--- src/rtl/exe_seq.sv ---
// Block/element execution sequencer: walks blocks 0..i_last, and per block
// elements 0..j_last, emitting compute cycles and source/matrix read addresses.
module exe_seq #(
  parameter int I_W = 2,
  parameter int J_W = 6
) (
  input  logic             clk,
  input  logic             rst,
  input  logic             s_init,
  input  logic [I_W-1:0]   i_last_cfg,
  input  logic [J_W-1:0]   j_last_cfg,
  input  logic             stall,
  input  logic             abort,
  input  logic             out_busy,
  input  logic             out_fin,
  output logic             k_init,
  output logic             exec,
  output logic [I_W+J_W-1:0] exec_src_addr,
  output logic [J_W-1:0]   exec_mat_addr,
  output logic             k_fin,
  output logic             s_fin,
  output logic             busy
);

  typedef enum logic [2:0] {
    S_IDLE, S_ARM, S_RUN, S_KFIN, S_WAIT_OUT, S_DONE
  } state_t;

  state_t         r_state, w_nxt;
  logic [I_W-1:0] r_i, r_i_last;
  logic [J_W-1:0] r_j, r_j_last;
  logic           w_run;

  assign w_run = (r_state == S_RUN);

  always_comb begin
    w_nxt = r_state;
    case (r_state)
      S_IDLE:     if (s_init) w_nxt = S_ARM;
      S_ARM:      if (!out_busy) w_nxt = S_RUN;
      S_RUN:      if (!stall && (r_j == r_j_last)) w_nxt = S_KFIN;
      S_KFIN:     w_nxt = (r_i == r_i_last) ? S_WAIT_OUT : S_ARM;
      S_WAIT_OUT: if (out_fin) w_nxt = S_DONE;
      S_DONE:     w_nxt = S_IDLE;
      default:    w_nxt = S_IDLE;
    endcase
    if (abort) w_nxt = S_IDLE;
  end

  always_ff @(posedge clk) begin
    if (rst) begin
      r_state  <= S_IDLE;
      r_i      <= '0;
      r_j      <= '0;
      r_i_last <= '0;
      r_j_last <= '0;
    end else begin
      r_state <= w_nxt;
      // Counters only advance on non-aborted cycles; an abort leaves them for the next s_init to clear.
      if (!abort) begin
        case (r_state)
          S_IDLE: if (s_init) begin
            r_i_last <= i_last_cfg;
            r_j_last <= j_last_cfg;
            r_i      <= '0;
            r_j      <= '0;
          end
          S_ARM:  if (!out_busy) r_j <= '0;
          S_RUN:  if (!stall && (r_j != r_j_last)) r_j <= r_j + 1'b1;
          S_KFIN: if (r_i != r_i_last) r_i <= r_i + 1'b1;
          default: ;
        endcase
      end
    end
  end

  // Done pulses are suppressed in an aborted cycle so a cancelled job never reports completion.
  assign k_init        = (r_state == S_ARM) && !out_busy;
  assign exec          = w_run && !stall;
  assign exec_src_addr = w_run ? {r_i, r_j} : '0;
  assign exec_mat_addr = w_run ? r_j : '0;
  assign k_fin         = (r_state == S_KFIN) && !abort;
  assign s_fin         = (r_state == S_DONE) && !abort;
  assign busy          = (r_state != S_IDLE);

endmodule

--- config.mk ---
export PLATFORM = sky130hd
export DESIGN_NAME = exe_seq
export DESIGN_NICKNAME = d
export VERILOG_FILES = /design/src/rtl/exe_seq.sv
export SDC_FILE = /design/constraint.sdc
export NUM_CORES = 1
export LEC_CHECK = 0
export CAP_MARGIN = 5
export CORE_MARGIN = 10
export CORE_UTILIZATION = 35
export DETAILED_ROUTE_END_ITERATION = 10
export MAX_ROUTING_LAYER = met4
export SYNTH_ARGS = -nofsm -noshare
export SYNTH_HDL_FRONTEND = slang
export SYNTH_SLANG_ARGS = --single-unit
--- constraint.sdc ---
create_clock -name clk -period 2.05 [get_ports clk]
set_clock_uncertainty 0.2 [all_clocks]
set_input_delay 0.205 -clock clk [delete_from_list [all_inputs] [get_ports clk]]
set_output_delay 0.205 -clock clk [all_outputs]
set_load 0.005 [all_outputs]
* After elaboration in Yosys (flattened, before gate mapping)
Index checks and enable logic that the tools add are counted.
** Word-level totals
- Input bits :: 15
- Output and inout bits :: 19
- Word-level logic and storage cells :: 56
- Register bits after elaboration :: 19
** Operators by class
- Add/sub/neg operators :: 2
- Bitwise operators :: 1
- Muxes and demuxes :: 15
- Eq/ne operators :: 15
- Reduce and logical (&&, ||, !) cells :: 18
** Operator list (number)
- $mux W6 :: 4
- $pmux W6 S3 :: 1
- $mux W3 :: 5
- $pmux W3 S5 :: 1
- $mux W8 :: 1
- $ne A2 B2 Y1 const B :: 4
- $reduce_and A4 Y1 :: 2
- $add A6 B1 Y6 const B :: 1
- $eq A3 B2 Y1 const B :: 2
- $eq A3 B3 Y1 const B :: 2
- $eq A6 B6 Y1 :: 1
- $logic_and A1 B1 Y1 :: 6
- $ne A6 B6 Y1 :: 1
- $reduce_bool A3 Y1 :: 2
- $reduce_and A5 Y1 :: 1
- $mux W2 :: 2
- $ne A2 B1 Y1 const B :: 2
- $pmux W2 S2 :: 1
- $eq A3 B1 Y1 const B :: 1
- $logic_not A1 Y1 :: 3
- $logic_not A3 Y1 :: 1
- $reduce_and A3 Y1 :: 1
- $add A2 B1 Y2 const B :: 1
- $eq A2 B2 Y1 :: 1
- 4 further kinds :: 4

* Depth between registers and ports, before layout
Gate-level depths: netlist (run 1).
- Word-level depth :: 4
- Depth in mapped cells :: 7
- Mapped depth without buffers :: 6

* Least setup slack after synthesis (run 1)
OpenSTA, ideal clock, no wires.
- Kind :: flip-flop to flip-flop
- Start point :: register r_state[1]
- End point :: register r_j[1]
- Cell stages (with the launch flop) :: 6
- Arrival time :: 1464 ps
- Path buffers :: 1
- Setup time :: 117 ps
- Slack :: 269 ps
- Data required time :: 1733 ps
- Period minus slack after synthesis :: 1781 ps
- Cells stage by stage :: dfxtp_1 > buf_2 > or3b_2 > a21boi_2 > o21ai_0 > a32o_1
** Between the ends
- Cells in the longest elaborated chain, start to end :: 3
- Elaborated cells between the ends (all ways) :: 9
- Classes of those cells :: eq/ne (5); mux (1); reduce/logical (3)
** RTL lines
- start: declaration :: line 29 : state_t r_state, w_nxt;
- start signal: assignment :: line 58 : r_state <= w_nxt;
- $eq A3 B2 Y1, or another cell as far along :: line 61 : case (r_state)
- $ne A2 B1 Y1 (no line), or another cell as far along
- $reduce_and A5 Y1 (no line)
- end signal: assignment :: line 69 : S_RUN: if (!stall && (r_j != r_j_last)) r_j <= r_j + 1'b1;
- end: declaration :: line 31 : logic [J_W-1:0] r_j, r_j_last;
Parallel ways exist; a longest one is shown, timed or not.
A chain may end at the register's enable or synchronous reset.

* Worst setup path in the final report (run 1)
- Start point :: register r_state[1]
- End point :: output k_fin
** Between the ends
- Cells in the longest elaborated chain, start to end :: 2
** RTL lines
- $eq A3 B2 Y1 :: line 82 : assign k_fin = (r_state == S_KFIN) && !abort;
- $logic_and A1 B1 Y1 :: line 82
- end: declaration :: line 20 : output logic k_fin,
No other way between the ends.

==> results.ini, run 1 <==
[timing]
hold_violations = 0
finalCriticalPeriod_ps = 1940
report.final.setup_viol = 0
fmax_mhz = 514
rsz0062_at_grt = no
setup_slack_ps = 106
timing.slew.headroom_pct = 75.9
finalMaxSlewViolations = 0
period_share_pct = 94.8
tightest_slew_ps = 353

[synth]
synth_seq_area_share_pct = 33.0
syn_inst = 142
ys_warn_count = 0
synth_top_area_share_pct = 33.0
syn-cell-area_um2 = 1150
ys_types = 39
syn_avg_cell_area_um2 = 8.12
synth.area.top_cells = dfxtp_1 (33%), mux2i_1 (6.9%), nor2_1 (6.8%), xor2_1 (4.6%), and2_1 (4.3%)
ys_ff_latch = 19
synth_top_area_cell = dfxtp_1
syn_nets = 158

[cells_and_area]
layout.nets = 196
mostFrequentLayoutCell = nor2_1
utilization_pct = 51.8
antennaDiodeCount = 0
fill_cells = 321
layout.cells.non_filler = 223
syn_to_final_growth_pct = 39.4
mostFrequentLayoutCells = nor2_1 (20), clkdlybuf4s50_1 (16), dfxtp_1 (16)
final_cell_area_um2 = 1610
drive_gt1_share_pct = 17.9

[detailed_routing]
avgViaCountPerCell = 5.20
drc = 0
vias = 1159
post_drt_wl_per_cell_um = 13.4
antenna_left = 0
drt-total-wl_um = 2990
drtPass1Iterations = 4
drt_iter0_markers = 83

[global_routing]
grt_pass1_vias = 1136
grt_max_degree = 12
antenna_found_initial = 0
grt-ovfl-total = 0
grtUsageTotal_pct = 9.88
grt_pass1_wl_um = 5060

[critical_path]
worstReg2RegEnd = r_state[0]
critPathKind = flip-flop to primary output
crit_fanout = 6
cp_data_arrival_time_ps = 1540
crit_path_start = r_state[1]
rr_worst_depth = 5
crit_required_ps = 1640
crit_end = k_fin
cp-end-kind = primary output
cp-start-kind = flip-flop
r2r_start = r_j[1]
reg2reg_slack_ps = 140

[power_and_ir_drop]
p_comb_share_pct = 17.4
finalPower_mw = 0.690
power_density_nw_per_um2 = 429
p_clk_share_pct = 26.8
switchingPower_mw = 0.176
p_sw_share_pct = 25.5
p_int_mw = 0.514
vdd_drop_max_mv = 0.307
power_frac_seq_pct = 55.7
leakage_nw = 0.800

[clock_network]
cts_hold_buf = 0
cts.sinks = 19
cts_tree = built
clk_pin_slew_ps = 110
h-tree-depth = 1
numCtsBuffers = 3
root_buffer = clkbuf_4
clk_latency_ps = 290
cts_buffer_depth = 2

[die]
rows = 20
fp.coreArea_um2 = 3100
start_util_pct = 37.2
fp.dieH_um = 77.4
die_x_um = 77.4
die_area_um2 = 5990
pin_count = 34

[place]
dp.cells = 218
port_buffers = 33
placed_area_um2 = 1550
hpwl_um = 2500
gp_congestion = 0.820
dp_slack_ps = 8.12

[status]
status = complete, no violations

[hold_path]
hold_path_class = input pin to flip-flop

[flow_run]
cap_violations = 0

power groups by stage:
stage	Clock, mW	Combinational [mW]	Sequential (mW)
after floorplan	0	0.0712	0.391
after global placement	0	0.114	0.393
after detailed placement	0	0.116	0.394
after CTS	0.195	0.117	0.386
after global routing	0.209	0.131	0.386
final	0.185	0.120	0.385
worst min path at each step:
stage | start | endpoint | slack (ps) | cells after the start
floorplan | i_last_cfg[0] | r_i_last[0] | 150 | 2
finish | i_last_cfg[0] | r_i_last[0] | 320 | 3
detailed placement | r_j_last[3] | r_j_last[3] | 320 | 2
global route | i_last_cfg[0] | r_i_last[0] | 320 | 3
global placement | r_j_last[3] | r_j_last[3] | 300 | 2
CTS | i_last_cfg[0] | r_i_last[0] | 310 | 3
critical path, stage by stage (launching register included):
cell             delay (ps)
dfxtp_4                 390
buf_4                   140
nand3_2                 110
nor2_1                  100
clkdlybuf4s50_1         510
state kept, by name, indices dropped and copies added, names as in the netlist:
register  cells
r_state       3
r_j_last      6
r_j           6
r_i           2
r_i_last      2
cell usage after synthesis:
| cell | instances |
|---|---|
| nor2_1 | 21 |
| dfxtp_1 | 19 |
| nand2_1 | 9 |
| and2_1 | 8 |
| mux2i_1 | 8 |
| buf_4 | 6 |
| nand3_1 | 6 |
| xor2_1 | 6 |
| a21oi_1 | 5 |
| buf_2 | 4 |
| clkbuf_1 | 4 |
| inv_1 | 4 |
| nor4_1 | 3 |
| nor4b_1 | 3 |
| a2111oi_0 | 2 |
| a31oi_1 | 2 |
| nand2b_1 | 2 |
| nand3b_1 | 2 |
| nand4_1 | 2 |
| nor3_1 | 2 |
| nor3b_1 | 2 |
| o211ai_1 | 2 |
| o21ai_0 | 2 |
| or4_1 | 2 |
| xnor2_1 | 2 |
| a21boi_2 | 1 |
| a21o_1 | 1 |
| a311oi_1 | 1 |
| a31o_2 | 1 |
| a32o_1 | 1 |
| and3_1 | 1 |
| buf_6 | 1 |
| ha_1 | 1 |
| mux2_2 | 1 |
| nand4b_1 | 1 |
| o21bai_1 | 1 |
| o22a_1 | 1 |
| o41ai_1 | 1 |
| or3b_2 | 1 |
layout make-up:
cell class | count | area (µm²) | share of cell area [%]
Tap cell | 44 | 55.1 | 3.42
Clock inverter | 1 | 5.00 | 0.311
Inverter | 4 | 15.0 | 0.934
Timing Repair Buffer | 48 | 433 | 26.9
Multi-Input combinational cell | 104 | 691 | 43.0
Sequential cell | 19 | 387 | 24.0
Clock buffer | 3 | 22.5 | 1.40
per-layer routing:
metal	global-route usage (%)	part of all wire (%)	vias up
li1	-	-	572
met1	11.9	45	552
met2	16.6	49	33
met3	2.30	5.5	2
met4	1.82	0.13	0
met5	-	0	-
through the flow:
| step | hold WS (ps) | TNS (ps) |
|---|---|---|
| floorplan | 149 | 0 |
| global placement | 300 | 0 |
| detailed placement | 315 | 0 |
| CTS | 311 | -28.0 |
| global route | 324 | 0 |
| finish | 315 | 0 |
repair_timing:
action | 4_1_cts | 5_1_grt
setup buffers | 0 | 1
setup endpoints to repair | 18 | 5
gates resized for setup | 20 | 8
logic make-up after synthesis:
logic type	after synthesis	synth area share, %
adder cells (fa/ha/maj)	1	1.08
buffers and inverters	19	9.22
AND/OR/NAND/NOR	65	29.6
flip-flops	19	33.0
AO/OA/AOI/OAI	21	13.1
multiplexers	9	7.92
XOR/XNOR	8	6.07
(Power assumes the default switching activity.)
==> run 2: changes to the inputs <==
- CTS_CLUSTER_SIZE: default -> 40
==> results of run 2 <==
No change in the layout: final DEF, timing and power equal those of run 1.
